## config.mk

```make
export PLATFORM = sky130hd
export DESIGN_NAME = fwd_select_ctrl
export DESIGN_NICKNAME = d
export VERILOG_FILES = /design/src/rtl/fwd_select_ctrl.sv
export SDC_FILE = /design/constraint.sdc
export NUM_CORES = 1
export LEC_CHECK = 0
export CORE_MARGIN = 2
export CORE_UTILIZATION = 38
export DETAILED_ROUTE_END_ITERATION = 8
export PLACE_DENSITY_LB_ADDON = 0.3
export SLEW_MARGIN = 10
export SYNTH_ARGS = -nofsm -noshare
export SYNTH_HDL_FRONTEND = slang
export SYNTH_SLANG_ARGS = --single-unit
```

## constraint.sdc

```tcl
create_clock -name clk -period 2 [get_ports clk]
set_clock_uncertainty 0.2 [all_clocks]
set_input_delay 0.4 -clock clk [delete_from_list [all_inputs] [get_ports clk]]
set_output_delay 0.4 -clock clk [all_outputs]
set_load 0.01 [all_outputs]
```

## src/rtl/fwd_select_ctrl.sv

```systemverilog
// Forwarding-select and load-use stall control for the 8-bit pipelined core.
// Define FWD_WB_EN to forward the WB-stage result (code 10); otherwise a MEM-slot hit stalls instead.
module fwd_select_ctrl #(
    parameter int REG_AW = 2
) (
    input  logic              clk,
    input  logic              rst_n,
    input  logic              id_valid,
    input  logic [REG_AW-1:0] id_rs1,
    input  logic [REG_AW-1:0] id_rs2,
    input  logic              id_rs1_used,
    input  logic              id_rs2_used,
    input  logic [REG_AW-1:0] id_rd,
    input  logic              id_we,
    input  logic              id_is_load,
    input  logic              flush,
    output logic [1:0]        fwd_a,
    output logic [1:0]        fwd_b,
    output logic              stall
);

    localparam logic [1:0] SEL_RF  = 2'b00;
    localparam logic [1:0] SEL_MEM = 2'b01;
    localparam logic [1:0] SEL_WB  = 2'b10;

    typedef struct packed {
        logic              valid;
        logic              we;
        logic              load;
        logic [REG_AW-1:0] rd;
    } ex_slot_t;

    // The load flag only matters while the producer sits in EX, so later slots drop it.
    typedef struct packed {
        logic              valid;
        logic              we;
        logic [REG_AW-1:0] rd;
    } prod_slot_t;

    typedef struct packed {
        logic [1:0] sel;
        logic       stall;
    } hazard_t;

    ex_slot_t   ex_q;
    prod_slot_t mem_q;
    prod_slot_t wb_q;
    hazard_t    hz_a;
    hazard_t    hz_b;

    function automatic logic produces(input logic valid, input logic we,
                                      input logic [REG_AW-1:0] rd,
                                      input logic [REG_AW-1:0] rs);
        return valid && we && (rd == rs);
    endfunction

    function automatic hazard_t eval_src(input logic              active,
                                         input logic [REG_AW-1:0] rs,
                                         input ex_slot_t          ex,
                                         input prod_slot_t        mem,
                                         input prod_slot_t        wb);
        hazard_t r;
        r.sel   = SEL_RF;
        r.stall = 1'b0;
        if (!active) begin
            r.sel = SEL_RF;
        end else if (produces(ex.valid, ex.we, ex.rd, rs)) begin
            if (ex.load) r.stall = 1'b1;
            else         r.sel   = SEL_MEM;
        end else if (produces(mem.valid, mem.we, mem.rd, rs)) begin
`ifdef FWD_WB_EN
            r.sel = SEL_WB;
`else
            r.stall = 1'b1;
`endif
        end else if (produces(wb.valid, wb.we, wb.rd, rs)) begin
            // Register file is write-first, so a WB producer is already visible there.
            r.sel = SEL_RF;
        end
        return r;
    endfunction

    // NOTE: combinational outputs get a default first so no path can infer a latch.
    always_comb begin
        hz_a  = '0;
        hz_b  = '0;
        hz_a  = eval_src(id_valid && id_rs1_used, id_rs1, ex_q, mem_q, wb_q);
        hz_b  = eval_src(id_valid && id_rs2_used, id_rs2, ex_q, mem_q, wb_q);
        stall = hz_a.stall || hz_b.stall;
    end

    // NOTE: state is updated with non-blocking assignments so every slot shifts on the same edge.
    always_ff @(posedge clk or negedge rst_n) begin
        if (!rst_n) begin
            ex_q  <= '0;
            mem_q <= '0;
            wb_q  <= '0;
            fwd_a <= SEL_RF;
            fwd_b <= SEL_RF;
        end else begin
            mem_q <= '{valid: ex_q.valid, we: ex_q.we, rd: ex_q.rd};
            wb_q  <= mem_q;
            if (flush || stall) begin
                ex_q  <= '0;
                fwd_a <= SEL_RF;
                fwd_b <= SEL_RF;
            end else begin
                ex_q  <= '{valid: id_valid, we: id_we, load: id_is_load, rd: id_rd};
                fwd_a <= hz_a.sel;
                fwd_b <= hz_b.sel;
            end
        end
    end

endmodule

```

==> results by group <==
Pwr
  – Clock power share: 0.325
  – Pleak: 0.412 nW
  – Net Sw Frac: 0.239
  – Sw Pwr: 0.109 mW
  – Seq pwr share: 0.521
  – Internal power: 0.349 mW
  – Power density over the cells: 548 mW/mm^2
  – VDD IR-drop max: 376 uV
  – Gate power share: 0.154

Clock network
  – Htree depth: 1
  – CTS root buf: clkbuf_4
  – Clk sinks: 11
  – Worst-Skew Late Latency: 0.26 ns
  – TritonCTS clock tree: yes
  – CTS hold repair buffers: 0
  – CTS Buf Count: 3
  – CTS clk-pin slew, worst paths: 0.07 ns
  – Clock buffer depth: 2

Drt
  – Wirelength per Cell: 12.2 um
  – Post-route ant nets: 0
  – Vias per cell: 4.63
  – Via count: 449
  – DRC viols: 0
  – Initial DRT Pass Iterations: 3
  – Initial DRC count: 3
  – Post-Route WL: 1180 um

Finish
  – Antenna diodes: 0
  – Post-Route Utilization: 0.627
  – Fin nets: 97
  – Area Overhead vs Synth: 50.1%
  – Multi-input gate area: 259 um^2
  – Register area: 277 um^2
  – Layout cell share with drive strength beyond 1: 0.293
  – FILL cells: 118

STA
  – Final worst-path cycle share: 1.15
  – Worst setup margin: -0.304 ns
  – Unrepaired setup endpoints after global routing: true
  – WHS: 0.171 ns
  – Hold Vio Cnt, Final: 0
  – Fmax: 434 MHz
  – Final slew viol count: 0
  – Slew margin rel.: 0.666
  – Tmin final: 2.30 ns
  – Final setup fails: 1
  – Worst-margin pin slew: 0.499 ns

Setup path
  – Critical Path Start Type: flop
  – Crit path required time: 1.40 ns
  – Setup crit end kind: output pin
  – Worst EP arrival: 1.70 ns
  – Worst Reg-to-Reg Cells: 5
  – Crit Path Max Fanout: 3
  – CP Class: flop to output pin

Logic synthesis
  – Part of the Yosys area used for sequential elements: 0.494
  – Warnings from Yosys: 0
  – Cell Area, Synth: 557 um^2
  – Post-synthesis cell type count: 20
  – Mapped Cells: 53
  – Avg Cell Area, Syn: 10.5 um^2
  – Yosys reg bits: 11

Placed design
  – IO Port Bufs: 16
  – Detailed-placement wirelength estimate: 947 um
  – GP Congestion: 0.815

Min path
  – Hold Path Stages: 0
  – HP Class: flop to flop

Floorplanning
  – IO Pins: 19
  – Die footprint: 0.00179 mm^2
  – Initial Utilization: 0.417
  – Die height: 42.3 um
  – Die W: 42.3 um
  – Row cnt: 13
  – CORE AREA: 0.00133 mm^2

Status
  – Status: finished, violations left
  – Failing checks: setup timing

Global route
  – Initial antenna violation count: 0
  – Vias in the first global route: 506
  – Total global routing overflow: 0
  – First-pass GRT wire length: 1990 um
  – Largest net degree at the start of global routing: 12
  – GRT Util Overall: 0.149

Flow run
  – Maxcap violations: 0
==> Yosys cell counts, drive strengths merged <==
cell type  count  share of area
and2           1          0.011
and3           3          0.036
buf            2          0.027
conb           1         0.0067
dfrtp         11           0.49
inv            7          0.047
mux2i          1          0.040
nand2          3          0.025
nand3          1         0.0090
nand4          2          0.022
nor2           3          0.020
nor3           5          0.045
nor4           1          0.011
o211ai         1          0.022
or3b           1          0.016
or4            2          0.040
xnor2          4          0.063
xor2           4          0.063
==> per-stage QoR <==
| stage | area (um^2) | std cells | setup TNS, ns | power [mW] | worst slack, ns |
|---|---|---|---|---|---|
| after floorplan | 563 | 54 | -0.0128 | 0.272 | -0.0128 |
| after global routing | 836 | 97 | -0.376 | 0.482 | -0.376 |
| after detailed placement | 787 | 91 | -3.42 | 0.316 | -0.942 |
| after CTS | 827 | 97 | -0.361 | 0.462 | -0.361 |
| final | 836 | 97 | -0.304 | 0.458 | -0.304 |
| after global placement | 787 | 91 | -3.27 | 0.314 | -0.927 |
==> area by class of cell <==
class | instances | area share
Clock buffer | 4 | 0.0314
Inverter | 7 | 0.0314
Multi-Input combinational cell | 34 | 0.310
Sequential cell | 11 | 0.331
Tap cell | 15 | 0.0225
Timing Repair Buffer | 26 | 0.274
==> cells in the final DEF (no fill, tap or decap), drive strengths merged <==
cell,netlist,final
clkdlybuf4s50,0,8
nor3,5,5
or3b,1,1
conb,1,2
clkbuf,0,4
xnor2,4,4
nand2,3,3
nor2,3,3
nor4,1,1
mux2i,1,1
inv,7,7
xor2,4,4
nand3,1,1
nand4,2,2
o211ai,1,1
dlygate4sd2,0,6
or4,2,2
clkdlybuf4s15,0,1
buf,2,11
and3,3,3
dfrtp,11,11
and2,1,1
==> timing repair <==
action | 4_1_cts | 5_1_grt
pin swaps | 5 | 2
setup buffers | 2 | 0
setup endpoints to repair | 7 | 1
hold endpoints to repair | 0 | 0
resized for setup | 15 | 2
==> critical path, stage by stage (launching register included) <==
cell	delay (ns)
dfrtp_2	0.44
xnor2_1	0.13
and3_4	0.20
mux2i_4	0.18
or3b_4	0.37
buf_6	0.13
==> per-layer routing <==
layer	share of wire	up-vias	GRT usage
met5	0	-	0
li1	-	230	-
met1	0.44	206	0.162
met2	0.50	13	0.268
met3	0.066	0	0.0474
met4	0	0	0.0563
==> sequential cells by signal, indices dropped and copies added (netlist names) <==
name and cells:
ex_q 5, mem_q 4, fwd_a 1, fwd_b 1
==> power by group through the flow <==
stage | Clock [mW] | Combinational [mW] | Sequential (mW)
3_5_place_dp | 0 | 0.0732 | 0.243
4_1_cts | 0.154 | 0.0699 | 0.238
3_3_place_gp | 0 | 0.0715 | 0.242
2_1_floorplan | 0 | 0.0299 | 0.242
5_1_grt | 0.165 | 0.0778 | 0.240
6_report | 0.149 | 0.0704 | 0.239
==> final timing paths <==
path	from	endpoint	slack (ns)
min in group asynchronous	rst_n	fwd_a[0]	0.27
setup / recovery	ex_q[1]	stall	-0.30
max in group asynchronous	rst_n	ex_q[1]	0.97
hold / removal	ex_q[3]	mem_q[2]	0.17
setup reg to reg	mem_q[0]	ex_q[0]	0.08
hold reg to reg	ex_q[3]	mem_q[2]	0.17
==> logic make-up after synthesis <==
kind of cell,synth area share
buffers and inverters,0.0742
AO/OA/AOI/OAI,0.0225
AND/OR/NAND/NOR,0.236
multiplexers,0.0404
other,0.00674
flip-flops,0.494
XOR/XNOR,0.126
Power figures use the tool's default switching activity.
